File: config.mk
export PLATFORM = sky130hd
export DESIGN_NAME = pc_unit_ras
export DESIGN_NICKNAME = d
export VERILOG_FILES = /design/src/rtl/pc_unit_ras.sv
export SDC_FILE = /design/constraint.sdc
export NUM_CORES = 1
export LEC_CHECK = 0
export CAP_MARGIN = 20
export CORE_MARGIN = 2
export CORE_UTILIZATION = 35
export CTS_BUF_LIST = sky130_fd_sc_hd__clkbuf_2 sky130_fd_sc_hd__clkbuf_4 sky130_fd_sc_hd__clkbuf_8
export DETAILED_ROUTE_END_ITERATION = 7
export GPL_TIMING_DRIVEN = 0
export PLACE_DENSITY = 0.49
export REMOVE_ABC_BUFFERS = 1
export SLEW_MARGIN = 15
export SYNTH_ARGS = -nofsm -noshare
export SYNTH_HDL_FRONTEND = slang
export SYNTH_SLANG_ARGS = --single-unit
File: constraint.sdc
create_clock -name clk -period 6.4 [get_ports clk]
set_input_delay 1.28 -clock clk [delete_from_list [all_inputs] [get_ports clk]]
set_output_delay 1.28 -clock clk [all_outputs]
set_load 0.02 [all_outputs]
File: src/rtl/pc_unit_ras.sv
// PC control for the multi-cycle core: branch/jump/call/ret decode, PC register,
// and a hardware return-address stack so RET needs no external return register.
module pc_unit_ras #(
   parameter int unsigned          PC_W      = 32,
   parameter int unsigned          OP_W      = 6,
   parameter int unsigned          RAS_DEPTH = 8,
   parameter logic [PC_W-1:0]      RESET_PC  = '0,
   localparam int unsigned         CNT_W     = $clog2(RAS_DEPTH) + 1
) (
   input  logic              clk,
   input  logic              rst_n,
   input  logic              pc_write,
   input  logic [OP_W-1:0]   opcode,
   input  logic              carry,
   input  logic              zero,
   input  logic [PC_W-1:0]   br_offset,
   input  logic [PC_W-1:0]   jmp_target,
   input  logic              err_clr,
   output logic [PC_W-1:0]   pc,
   output logic [1:0]        pcsrc,
   output logic [CNT_W-1:0]  ras_count,
   output logic              ras_full,
   output logic              ras_empty,
   output logic              ras_overflow,
   output logic              ras_underflow
);

   localparam int unsigned IDX_W = $clog2(RAS_DEPTH);

   localparam logic [OP_W-1:0] OP_BGT  = OP_W'(8);
   localparam logic [OP_W-1:0] OP_BLT  = OP_W'(9);
   localparam logic [OP_W-1:0] OP_BEQ  = OP_W'(10);
   localparam logic [OP_W-1:0] OP_BNE  = OP_W'(11);
   localparam logic [OP_W-1:0] OP_JMP  = OP_W'(12);
   localparam logic [OP_W-1:0] OP_CALL = OP_W'(13);
   localparam logic [OP_W-1:0] OP_RET  = OP_W'(14);

   typedef enum logic [1:0] {
      PCSRC_SEQ = 2'd0,
      PCSRC_JMP = 2'd1,
      PCSRC_BR  = 2'd2,
      PCSRC_RET = 2'd3
   } pcsrc_e;

   pcsrc_e            sel;
   logic              is_call;
   logic              is_ret;
   logic [PC_W-1:0]   pc_plus1;
   logic [PC_W-1:0]   ras_top;
   logic [PC_W-1:0]   next_pc;
   logic [IDX_W-1:0]  top_idx;
   logic [IDX_W-1:0]  push_idx;
   logic [PC_W-1:0]   ras_mem [RAS_DEPTH];

   assign pc_plus1  = pc + PC_W'(1);
   assign ras_full  = (ras_count == CNT_W'(RAS_DEPTH));
   assign ras_empty = (ras_count == '0);
   assign top_idx   = IDX_W'(ras_count - CNT_W'(1));
   assign push_idx  = ras_count[IDX_W-1:0];
   assign ras_top   = ras_mem[top_idx];
   assign pcsrc     = sel;

   // NOTE: every signal driven here gets a default first so no latch is inferred.
   always_comb begin
      sel     = PCSRC_SEQ;
      is_call = 1'b0;
      is_ret  = 1'b0;
      case (opcode)
         OP_BGT:  if (carry && !zero)  sel = PCSRC_BR;
         OP_BLT:  if (!carry && !zero) sel = PCSRC_BR;
         OP_BEQ:  if (zero)            sel = PCSRC_BR;
         OP_BNE:  if (!zero)           sel = PCSRC_BR;
         OP_JMP:  sel = PCSRC_JMP;
         OP_CALL: begin
            sel     = PCSRC_JMP;
            is_call = 1'b1;
         end
         OP_RET: begin
            sel    = PCSRC_RET;
            is_ret = 1'b1;
         end
         default: sel = PCSRC_SEQ;
      endcase
   end

   // A RET on an empty stack degrades to a NOP rather than reading a stale entry.
   always_comb begin
      next_pc = pc_plus1;
      case (sel)
         PCSRC_JMP: next_pc = jmp_target;
         PCSRC_BR:  next_pc = pc + br_offset;
         PCSRC_RET: next_pc = ras_empty ? pc_plus1 : ras_top;
         default:   next_pc = pc_plus1;
      endcase
   end

   // NOTE: sequential state uses non-blocking assignments so all registers update together.
   always_ff @(posedge clk or negedge rst_n) begin
      if (!rst_n) begin
         pc            <= RESET_PC;
         ras_count     <= '0;
         ras_overflow  <= 1'b0;
         ras_underflow <= 1'b0;
      end else begin
         if (err_clr) begin
            ras_overflow  <= 1'b0;
            ras_underflow <= 1'b0;
         end
         if (pc_write) begin
            pc <= next_pc;
            if (is_call) begin
               if (ras_full) ras_overflow <= 1'b1;
               else          ras_count    <= ras_count + CNT_W'(1);
            end
            if (is_ret) begin
               if (ras_empty) ras_underflow <= 1'b1;
               else           ras_count     <= ras_count - CNT_W'(1);
            end
         end
      end
   end

   // NOTE: stack storage is not reset; entries above ras_count are never read.
   always_ff @(posedge clk) begin
      if (pc_write && is_call && !ras_full) ras_mem[push_idx] <= pc_plus1;
   end

endmodule

== Yosys cells after proc, flatten, opt, wreduce, memory -nomap -nowiden ==
Memory sizes are Yosys's and may differ from the RTL's.
Cells that the tools add are included.
Cells by class
  $add $sub $neg: 4
  eq/ne operators: 11
  multiplexer cells: 23
  reduce and logical (&&, ||, !) cells: 9
Operator list (count)
  32-bit case mux with 3 select lines: 1
  6-bit by 4-bit equality test with 1-bit output (second input constant): 7
  32-bit by 1-bit adder with 32-bit output (second input constant): 1
  32-bit adder: 1
  32-bit two-way mux: 1
  4-bit two-way mux: 4
  1-bit two-way mux: 12
  2-bit case mux with 6 select lines: 1
  2-bit two-way mux: 4
  4-bit by 1-bit adder with 4-bit output (second input constant): 1
  2-bit equality test (second input constant): 2
  4-bit equality test (second input constant): 1
  1-bit logical AND: 4
  4-bit zero test: 1
  4-bit by 1-bit subtractor with 4-bit output (second input constant): 1
  1-bit zero test: 3
  2-bit by 1-bit equality test with 1-bit output (second input constant): 1
  2-bit OR reduction: 1
Word-level totals
  bits in registers: 38
  RAM bits: 256
  logic and storage cells: 52
  memories kept: 1
Memories
  ras_mem: depth 8, bits a word 32, read ports 1, clocked after Yosys merged registers in 0, wr ports 1, RTL line 53  | logic [PC_W-1:0] ras_mem [RAS_DEPTH];

== Logic depth before layout (Yosys ltp) ==
Gate-level depths: netlist of run 1.
  depth in word-level cells: 6
  depth in mapped cells: 14

== Worst setup path before layout of run 1 ==
No wires, ideal clock.
  path type: in2reg
  start point: input opcode[5]
  end point: memory ras_mem[0][0], enable pin
  setup time: 0.461 ns
  arrival time: 4.863 ns
  data required time: 5.939 ns
  path slack: 1.076 ns
  stages: 7
  path buffers: 1
  path through: nor3b_1 nand2_1 nor2_1 buf_2 nand3_1 or3_1 nor3_1
Between the ends
  longest elaborated chain between the ends: 6
Ends and longest elaborated chain
  start: declaration: RTL line 13  | input logic [OP_W-1:0] opcode,
  6-bit by 4-bit equality test with 1-bit output: RTL line 68  | case (opcode)
  1-bit two-way mux: RTL line 68
  1-bit logical AND (2 in a row): RTL line 125  | if (pc_write && is_call && !ras_full) ras_mem[push_idx] <= pc_plus1;
  1-bit two-way mux: RTL line 125
  1-bit two-way mux (not written as such): RTL line 125
  end: declaration: RTL line 53
No other way between the ends.

== Worst setup path after layout of run 1 ==
  start point: register ras_count[0]
  end point: output ras_empty
Between the ends
  longest elaborated chain between the ends: 1
Ends and longest elaborated chain
  start: declaration: RTL line 21  | output logic [CNT_W-1:0] ras_count,
  start signal: assignment: RTL line 113  | else ras_count <= ras_count + CNT_W'(1);
  start signal: assignment: RTL line 117  | else ras_count <= ras_count - CNT_W'(1);
  4-bit zero test: RTL line 57  | assign ras_empty = (ras_count == '0);
  end: declaration: RTL line 23  | output logic ras_empty,
No other way between the ends.

==> impl_metrics.py, run 1 <==
metrics = {
    "critical_path": {
        "worstPathMaxFanout": 35,
        "worstSetupEndpointType": "output pin",
        "crit_required_ns": 5.12,
        "cp-endpoint": "ras_empty",
        "r2r_slack_ns": 2.57,
        "crit_path_start_kind": "flip-flop",
        "critPathArrivalTime_ns": 3.86,
        "reg2reg_to": "pc[12]$_DFFE_PN0P_",
        "worstReg2RegStart": "ras_count[0]$_DFFE_PN0P_",
        "cp-startpoint": "ras_count[0]$_DFFE_PN0P_",
        "r2r_cells": 9,
        "crit_type": "reg -> out",
    },
    "run_status": {
        "status": "completed",
    },
    "timing": {
        "period_minus_slack_ns": 5.14,
        "fin_skew_ns": 0.0230,
        "drv_slew": 0,
        "period_share_pct": 80.3,
        "worstMarginPinSlew_ns": 1.12,
        "rsz0062_at_grt": "false",
        "tns_ns": 0,
        "slew_headroom_pct": 25.4,
        "timing.fmax_ghz": 0.194,
        "setup_violations": 0,
        "hold_violations": 0,
    },
    "routing": {
        "wire_per_inst_microns": 25.0,
        "vias": 10500,
        "drtAntennaViolNets": 0,
        "drt-initial-drc-count": 949,
        "wirelength_microns": 46400,
        "first_pass_iters": 7,
        "routed_via_density": 5.67,
        "drc": 0,
    },
    "synthesis": {
        "synth-main-ff-cell": "edfxtp_1",
        "ys_seq_elements": 294,
        "ys_top_cells_by_count": "edfxtp_1 (256), nand2_1 (123), a21oi_1 (93)",
        "async_reset_ff_share_pct": 12.9,
        "synth_edf_count": 256,
        "yosys.cell_types.count": 77,
        "synthCells": 1133,
        "synth.area.top_cells": "edfxtp_1 (52%), mux4_2 (9.8%), dfrtp_1 (6.5%), a21oi_1 (3.2%), nand2_1 (3.1%)",
        "yosysMostFrequentCell": "edfxtp_1",
        "mappedNetlistArea_sq_um": 14700,
        "ys_seq_area_share_pct": 58.7,
        "yosysTopAreaCell": "edfxtp_1",
        "yosysTopAreaCellShare_pct": 52.2,
        "synth_area_per_cell_sq_um": 13.0,
        "yosysWarningCount": 0,
    },
    "clock_network": {
        "cts_resized": 0,
        "cts_hold_buf": 0,
        "cts_root_buf": "clkbuf_8",
        "cts-buffers-inserted": 50,
        "cts_buffer_depth": 3,
        "htree_levels": 2,
        "cts.sinks": 294,
        "path_clk_slew_ns": 0.07,
        "cts_tree": "built",
        "insertion_delay_ns": 0.59,
        "postCtsSetupBuffers": 0,
    },
    "floorplan": {
        "fp.dieH_microns": 209,
        "design.core.area_sq_um": 41800,
        "die_width_microns": 209,
        "die_area_sq_um": 43700,
        "ios": 118,
        "initial_utilization_pct": 35.3,
        "num_rows": 75,
    },
    "power": {
        "power.share.clock_pct": 24.5,
        "p_per_area_nw_per_um2": 387,
        "p_int_mw": 4.42,
        "ir_worst_vdd_v": 0.000214,
        "switching_power_mw": 2.51,
        "leakage_nw": 6.11,
        "power_frac_seq_pct": 36.3,
        "combPwrFrac_pct": 39.2,
        "p_sw_share_pct": 36.2,
    },
    "global_routing": {
        "met3_usage_pct": 3.61,
        "grt_pass1_wl_microns": 69000,
        "gr-usage-met1_pct": 31.7,
        "grt_pass1_vias": 10500,
        "grt_max_degree": 36,
        "grt-ovfl-total": 0,
        "grt_usage_pct": 21.4,
        "grt.busiest_layer": "met2",
        "antenna_found_initial": 0,
        "met2_usage_pct": 32.8,
    },
    "place": {
        "hpwl_microns": 31600,
        "io_buffers": 117,
        "gp_congestion": 0.864,
    },
    "min_path": {
        "hold_path_depth": 2,
        "hp-class": "reg -> reg",
    },
    "cells_and_area": {
        "fin_util_pct": 42.9,
        "drive_gt1_share_pct": 16.8,
        "nNetsFinal": 1389,
        "diodes": 0,
        "syn_to_final_growth_pct": 21.5,
    },
    "job": {
        "drv_cap": 0,
    },
}
-- worst min path at each step --
stage | startpoint | to | slack (ns)
floorplan | ras_overflow$_DFF_PN0_ | ras_overflow$_DFF_PN0_ | 0.61
detailed placement | ras_overflow$_DFF_PN0_ | ras_overflow$_DFF_PN0_ | 0.52
global placement | ras_overflow$_DFF_PN0_ | ras_overflow$_DFF_PN0_ | 0.51
CTS | ras_overflow$_DFF_PN0_ | ras_overflow$_DFF_PN0_ | 0.54
finish | ras_overflow$_DFF_PN0_ | ras_overflow$_DFF_PN0_ | 0.53
global route | ras_overflow$_DFF_PN0_ | ras_overflow$_DFF_PN0_ | 0.55
-- sequential cells by signal, indices dropped and copies added (netlist names) --
name           count
ras_count          4
ras_overflow       1
ras_mem          256
pc                32
ras_underflow      1
-- layout by cell type (no fill, tap or decap), drive strengths merged, types with 4 or more instances in the layout --
cell type,Yosys,routed
a211oi,8,8
a21o,16,16
a21oi,94,94
a221oi,17,17
a22oi,4,4
a31oi,13,13
and2,7,7
and3,14,14
and4,8,8
buf,19,35
clkbuf,38,81
clkdlybuf4s50,0,115
clkinv,1,12
dfrtp,38,38
edfxtp,256,256
ha,34,34
inv,28,28
mux2i,11,11
mux4,64,64
nand2,123,123
nand2b,6,6
nand3,33,33
nand4,13,13
nor2,66,66
nor3,23,23
o211ai,6,6
o21a,5,5
o21ai,52,52
o221ai,5,5
o22ai,12,12
or3,9,9
or4,4,4
xnor2,35,35
xor2,16,16
-- final cells by class --
class | count | area (sq um)
fillers | 3849 | 23900
flip-flops and latches | 294 | 8640
multi-input cells | 753 | 5860
repair buffers | 150 | 1610
clock buffers | 81 | 946
well taps | 539 | 674
inverters | 29 | 109
clock inverters | 12 | 53.8
-- power groups by stage --
stage | sequential (mW) | clock, mW | combinational, mW
2_1_floorplan | 2.63 | 0 | 1.67
3_3_place_gp | 2.67 | 0 | 2.61
3_5_place_dp | 2.55 | 0 | 2.72
4_1_cts | 2.51 | 1.74 | 2.73
5_1_grt | 2.53 | 1.84 | 2.96
6_report | 2.52 | 1.70 | 2.72
-- kinds of logic after synthesis --
| kind of cell | Yosys count | synth area share [%] |
|---|---|---|
| buffers and inverters | 86 | 2.35 |
| muxes | 78 | 10.8 |
| DFF | 294 | 58.7 |
| xor gates and xnor gates | 51 | 3.03 |
| AOI/OAI and AO/OA | 268 | 11.6 |
| and+or+nand+nor | 321 | 10.6 |
| adders and majority gates | 35 | 3.02 |
-- metrics by stage --
step	total power, mW	hold WS (ns)	instance area [sq um]	setup WS [ns]	std cells
CTS	6.99	0.537	17900	1.17	1858
detailed placement	5.28	0.517	16900	0.695	1765
global placement	5.29	0.512	16300	-5.06	1732
finish	6.93	0.533	17900	1.26	1858
floorplan	4.30	0.609	14500	-0.448	1076
global route	7.32	0.554	17900	1.07	1858
-- critical path: stages, from the launching register on --
cell and delay, ns:
dfrtp_4 0.50, buf_16 0.28, inv_1 0.17, ha_4 0.23
or3b_2 0.51, clkinv_1 0.78, clkdlybuf4s50_1 0.76
-- layer usage --
| layer | vias to the layer above | wire, microns |
|---|---|---|
| li1 | 4732 | - |
| met1 | 5322 | 22000 |
| met2 | 399 | 20700 |
| met3 | 75 | 2890 |
| met4 | 0 | 904 |
| met5 | - | 0 |
No activity file was read; power rests on OpenSTA's default activity.
==> inputs of run 2 (changes only) <==
==> constraint.sdc (replaced) <==
create_clock -name clk -period 4.85 [get_ports clk]
set_input_delay 0.97 -clock clk [delete_from_list [all_inputs] [get_ports clk]]
set_output_delay 0.97 -clock clk [all_outputs]
set_load 0.02 [all_outputs]
==> run 2 against run 1 <==
  * Critical path depth is 4 higher
  * Sequential cell count unchanged
  * Worst hold slack got worse by 0.18 ns
  * Non-clock buffer count unchanged
  * Setup slack lost 1.1 ns
  * Global-route usage is the same
  * Clock power grew 32%
  * Largest cell class unchanged
  * Highest routed layer unchanged
==> impl_metrics.py, run 2 (synthesis gave the netlist of run 1 again) <==
metrics = {
    "place": {
        "io_buffers": 117,
        "gp_congestion": 0.864,
        "hpwl_microns": 31600,
    },
    "timing": {
        "rsz0062_at_grt": "false",
        "fin_skew_ns": 0.0208,
        "tns_ns": 0,
        "worstMarginPinSlew_ns": 1.12,
        "timing.fmax_ghz": 0.214,
        "period_minus_slack_ns": 4.68,
        "drv_slew": 0,
        "slew_headroom_pct": 25.3,
        "period_share_pct": 96.4,
        "hold_violations": 0,
        "setup_violations": 0,
    },
    "floorplan": {
        "design.core.area_sq_um": 41800,
        "num_rows": 75,
        "die_width_microns": 209,
        "die_area_sq_um": 43700,
        "initial_utilization_pct": 35.3,
        "fp.dieH_microns": 209,
        "ios": 118,
    },
    "critical_path": {
        "cp_slowest_cell": "nor3b_1",
        "crit_required_ns": 5.13,
        "worstReg2RegStart": "ras_count[0]$_DFFE_PN0P_",
        "worstPathMaxFanout": 10,
        "worstSetupEndpointType": "flip-flop",
        "crit_type": "in -> reg",
        "critPathTopFamily": "simple AND/OR/NAND/NOR gates",
        "cp_cell_sequence": "clkdlybuf4s50_1 -> nor3b_1 -> nand2_1 -> nor2_4 -> nand3_1 -> or3_1 -> nor3_2 -> buf_4 -> buf_4 -> buf_4",
        "max_stage_delay_ns": 0.62,
        "crit_path_start_kind": "input pin",
        "crit_top_cell": "buf_4",
        "worst-path-buf-inv": 4,
        "cp-startpoint": "opcode[3]",
        "critPathArrivalTime_ns": 4.96,
    },
    "power": {
        "p_sw_share_pct": 36.2,
        "p_total_mw": 9.15,
        "p_int_mw": 5.84,
        "power_frac_seq_pct": 36.3,
        "switching_power_mw": 3.31,
        "ir_worst_vdd_v": 0.000282,
        "p_per_area_nw_per_um2": 511,
        "leakage_nw": 6.12,
        "power.share.clock_pct": 24.5,
        "combPwrFrac_pct": 39.2,
    },
    "global_routing": {
        "grt-ovfl-total": 0,
        "antenna_found_initial": 0,
        "grt_usage_pct": 21.4,
        "grt_pass1_wl_microns": 69000,
        "grt_pass1_vias": 10500,
        "grt_max_degree": 36,
    },
    "routing": {
        "routed_via_density": 5.65,
        "drtAntennaViolNets": 0,
        "drt-initial-drc-count": 912,
        "first_pass_iters": 5,
        "drc": 0,
        "vias": 10500,
        "wire_per_inst_microns": 25.1,
        "wirelength_microns": 46700,
    },
    "cells_and_area": {
        "top_register": "ras_mem",
        "largest_register_ffs": 256,
        "final_common_cell": "edfxtp_1",
        "drive_gt1_share_pct": 17.0,
        "syn_to_final_growth_pct": 21.6,
        "reg_top3": "ras_mem: 256 flops, pc: 32 flops, ras_count: 4 flops",
        "diodes": 0,
        "layout_common_cells": "edfxtp_1 (256), nand2_1 (122), clkdlybuf4s50_1 (115)",
        "fin_util_pct": 42.9,
        "nNetsFinal": 1390,
        "final.fill_count": 3849,
    },
    "clock_network": {
        "cts_buffer_depth": 3,
        "cts_hold_buf": 0,
        "htree_levels": 2,
        "cts.sinks": 294,
        "cts-buffers-inserted": 50,
        "insertion_delay_ns": 0.59,
        "cts_root_buf": "clkbuf_8",
        "path_clk_slew_ns": 0.07,
        "cts_tree": "built",
    },
    "job": {
        "drv_cap": 0,
    },
    "run_status": {
        "status": "completed",
    },
    "min_path": {
        "hp-class": "in -> async",
    },
}
run 2: cell types whose count changed in the layout (fill, tap and decap cells not counted), sizes merged:
cell | previous run | this run
nor2 | 66 | 67
run 2: worst paths after layout:
kind | slack [ns] | cells past startpoint | end
worst max register to register | 1.23 | 10 | pc[18]$_DFFE_PN0P_
worst max-delay path | 0.17 | 10 | ras_mem[0][25]$_DFFE_PP_
worst min register to register | 0.53 | 2 | ras_overflow$_DFF_PN0_
min in group clk | 0.53 | 2 | ras_overflow$_DFF_PN0_
worst min-delay path | 0.35 | 1 | ras_count[0]$_DFFE_PN0P_
max in group asynchronous | 3.92 | 2 | pc[30]$_DFFE_PN0P_
run 2: what timing repair did:
action	CTS	global route
buffers inserted	0	0
pin swaps	0	1
setup endpoints to repair	1	24
cloned	0	1
resized for setup	1	0
run 2: layout make-up:
| class | count | area [sq um] | share of cell area (%) |
|---|---|---|---|
| Clock inverter | 12 | 53.8 | 0.300 |
| Multi-Input combinational cell | 754 | 5870 | 32.8 |
| Clock buffer | 81 | 946 | 5.28 |
| Tap cell | 539 | 674 | 3.77 |
| Sequential cell | 294 | 8640 | 48.3 |
| Inverter | 29 | 110 | 0.615 |
| Timing Repair Buffer | 150 | 1610 | 8.99 |
run 2: worst reg2reg max path: cells and delay by family, from the launching register on:
kind	cells	cell delay, ns
flops	1	0.55
buf+inv	2	0.43
simple gates	3	1.47
fa+ha+maj	1	0.22
compound gates	4	0.77
run 2: through the flow:
| stage | cells | setup WS (ns) | hold slack (ns) | cell area (sq um) |
|---|---|---|---|---|
| 6_report | 1859 | 0.175 | 0.355 | 17900 |
| 5_1_grt | 1859 | 0.00470 | 0.358 | 17900 |
| 4_1_cts | 1858 | 0.0173 | 0.344 | 17900 |
| 3_5_place_dp | 1765 | -0.545 | 0.517 | 16900 |
| 3_3_place_gp | 1732 | -6.61 | 0.512 | 16300 |
| 2_1_floorplan | 1076 | -2.00 | 0.609 | 14500 |
run 2: power groups by stage:
stage               registers, mW  clock network (mW)  logic (mW)
detailed placement           3.37                   0        3.59
global route                 3.34                2.42        3.90
global placement             3.53                   0        3.45
floorplan                    3.47                   0        2.21
finish                       3.32                2.24        3.59
CTS                          3.32                2.30        3.61
run 2: metal layers:
layer | GRT usage, % | wire length (microns) | share of wire [%] | up-vias
li1 | - | - | - | 4733
met1 | 31.7 | 22000 | 47 | 5315
met2 | 32.8 | 20800 | 44 | 381
met3 | 3.61 | 3020 | 6.5 | 76
met4 | 5.27 | 938 | 2.0 | 0
met5 | 0 | 0 | 0 | -
==> inputs of run 3 (changes only) <==
--- a/config.mk
+++ b/config.mk
@@ -8,7 +8,6 @@
 export CAP_MARGIN = 20
 export CORE_MARGIN = 2
 export CORE_UTILIZATION = 35
-export CTS_BUF_LIST = sky130_fd_sc_hd__clkbuf_2 sky130_fd_sc_hd__clkbuf_4 sky130_fd_sc_hd__clkbuf_8
 export DETAILED_ROUTE_END_ITERATION = 7
 export GPL_TIMING_DRIVEN = 0
 export PLACE_DENSITY = 0.49
==> run 3 against run 2 <==
  * Final area rose by 1.2%
  * Via count shrank 0.68%
  * Worst hold slack better by 0.074 ns
  * Sequential power is essentially flat
  * Highest routed layer unchanged
  * Count of clock-buffer cells in the layout down 34
  * Power rose by 6.0%
  * Register-to-register slack improved by 0.04 ns
==> impl_metrics.py, run 3 (synthesis gave the netlist of run 1 again) <==
metrics = {
    "cells_and_area": {
        "layout_common_cells": "edfxtp_1 (256), nand2_1 (122), clkdlybuf4s50_1 (115)",
        "drive_gt1_share_pct": 14.6,
        "nNetsFinal": 1375,
        "final.fill_count": 3798,
        "multi_input_area_sq_um": 5870,
        "reg_top3": "ras_mem: 256 flops, pc: 32 flops, ras_count: 4 flops",
        "fin_util_pct": 43.4,
        "final_common_cell": "edfxtp_1",
        "largest_register_ffs": 256,
        "register_area_sq_um": 8640,
        "top_register": "ras_mem",
        "diodes": 0,
        "syn_to_final_growth_pct": 23.1,
    },
    "floorplan": {
        "fp.dieH_microns": 209,
        "die_width_microns": 209,
        "die_area_sq_um": 43700,
        "num_rows": 75,
        "initial_utilization_pct": 35.3,
        "design.core.area_sq_um": 41800,
        "ios": 118,
    },
    "timing": {
        "setup_violations": 0,
        "rsz0062_at_grt": "false",
        "slew_headroom_pct": 26.8,
        "hold_violations": 0,
        "drv_slew": 0,
        "timing.fmax_ghz": 0.213,
        "period_minus_slack_ns": 4.70,
        "worstMarginPinSlew_ns": 1.09,
        "fin_skew_ns": 0.0134,
        "timing.hold.ws_ns": 0.428,
        "period_share_pct": 96.8,
    },
    "global_routing": {
        "grt_pass1_vias": 10300,
        "grt_pass1_wl_microns": 68700,
        "grt-ovfl-total": 0,
        "grt_usage_pct": 21.4,
        "grt_max_degree": 36,
        "antenna_found_initial": 0,
    },
    "routing": {
        "wire_per_inst_microns": 25.3,
        "drtAntennaViolNets": 0,
        "drt-initial-drc-count": 863,
        "drc": 0,
        "vias": 10400,
        "first_pass_iters": 5,
        "wirelength_microns": 46300,
        "routed_via_density": 5.70,
    },
    "critical_path": {
        "crit_type": "in -> reg",
        "cp_slowest_cell": "nor3b_1",
        "worstPathMaxFanout": 10,
        "cp_cell_sequence": "clkdlybuf4s50_1 -> nor3b_1 -> nand2_1 -> nor2_4 -> nand3_1 -> or3_1 -> nor3_2 -> buf_4 -> buf_4 -> buf_4",
        "crit_top_cell": "buf_4",
        "critPathArrivalTime_ns": 4.92,
        "worstSetupEndpointType": "flip-flop",
        "crit_path_start_kind": "input pin",
        "crit_required_ns": 5.07,
        "max_stage_delay_ns": 0.62,
    },
    "clock_network": {
        "cts_tree": "built",
        "cts.sinks": 294,
        "insertion_delay_ns": 0.52,
        "htree_levels": 2,
        "cts-buffers-inserted": 35,
        "cts_hold_buf": 0,
        "path_clk_slew_ns": 0.06,
        "cts_buffer_depth": 3,
        "cts_root_buf": "clkbuf_16",
    },
    "power": {
        "p_per_area_nw_per_um2": 535,
        "ir_worst_vdd_v": 0.000268,
        "leakage_nw": 6.16,
    },
    "place": {
        "hpwl_microns": 31600,
        "gp_congestion": 0.864,
        "io_buffers": 117,
    },
    "run_status": {
        "status": "completed",
    },
    "job": {
        "drv_cap": 0,
    },
    "min_path": {
        "hp-class": "in -> async",
    },
}
[run 3: cell count changes in the layout (fill, tap and decap cells not counted)]
cell | before | now
clkinv_1 | 7 | 5
clkinvlp_4 | 1 | 2
clkbuf_16 | 0 | 37
clkbuf_4 | 27 | 0
inv_6 | 0 | 1
clkbuf_8 | 54 | 2
clkinv_2 | 5 | 3
bufinv_16 | 0 | 6
clkbuf_1 | 0 | 8
[run 3: layout make-up]
| cell class | instances | area share, % |
|---|---|---|
| flip-flops and latches | 294 | 47.7 |
| well taps | 539 | 3.72 |
| clock buffers | 47 | 5.43 |
| inverters | 29 | 0.621 |
| multi-input cells | 754 | 32.4 |
| clock inverters | 16 | 1.27 |
| repair buffers | 150 | 8.89 |
[run 3: layer usage]
metal	GRT usage [%]	up-vias	part of all wire, %
met4	5.10	0	1.9
met2	32.6	385	44
met3	3.37	64	6.2
met5	0	-	0
li1	-	4694	-
met1	32.0	5291	48
[run 3: worst paths after layout]
path	slack, ns	endpoint	startpoint	depth (start not counted)
setup reg to reg	1.27	pc[18]$_DFFE_PN0P_	ras_count[0]$_DFFE_PN0P_	10
hold / removal	0.43	ras_count[0]$_DFFE_PN0P_	rst_n	1
hold reg to reg	0.53	ras_overflow$_DFF_PN0_	ras_overflow$_DFF_PN0_	2
min in group clk	0.53	ras_overflow$_DFF_PN0_	ras_overflow$_DFF_PN0_	2
setup / recovery	0.15	ras_mem[0][30]$_DFFE_PP_	opcode[3]	10
max in group asynchronous	3.87	pc[23]$_DFFE_PN0P_	rst_n	2
[run 3: where the power goes]
part	internal (mW)	switching (mW)	total (mW)
registers	3.05	0.265	3.32
logic	1.56	2.03	3.59
clock network	1.74	1.04	2.78
total	6.35	3.34	9.69
[run 3: worst max-delay path: cells and delay by family]
| family | cells | cell delay (ns) |
|---|---|---|
| simple gates | 6 | 2.76 |
| buf+inv | 4 | 1.16 |
[run 3: timing repair]
item                                   CTS  global route
resized for setup                        0             1
endpoints found under the hold margin    0             0
pin swaps                                1             0
setup buffers                            0             0
setup endpoints to repair                6             1
cloned                                   1             0
[run 3: per-stage QoR]
step                      worst slack (ns)  TNS (ns)  area, sq um  total power [mW]  cells
after floorplan                      -2.00   -250.08        14500              5.68   1076
after global placement               -6.61  -1358.30        16300              6.98   1732
after detailed placement            -0.545    -42.38        16900              6.96   1765
after CTS                           0.0263         0        18100              9.75   1829
after global routing               0.00832         0        18100              10.2   1829
final                                0.154         0        18100              9.69   1829
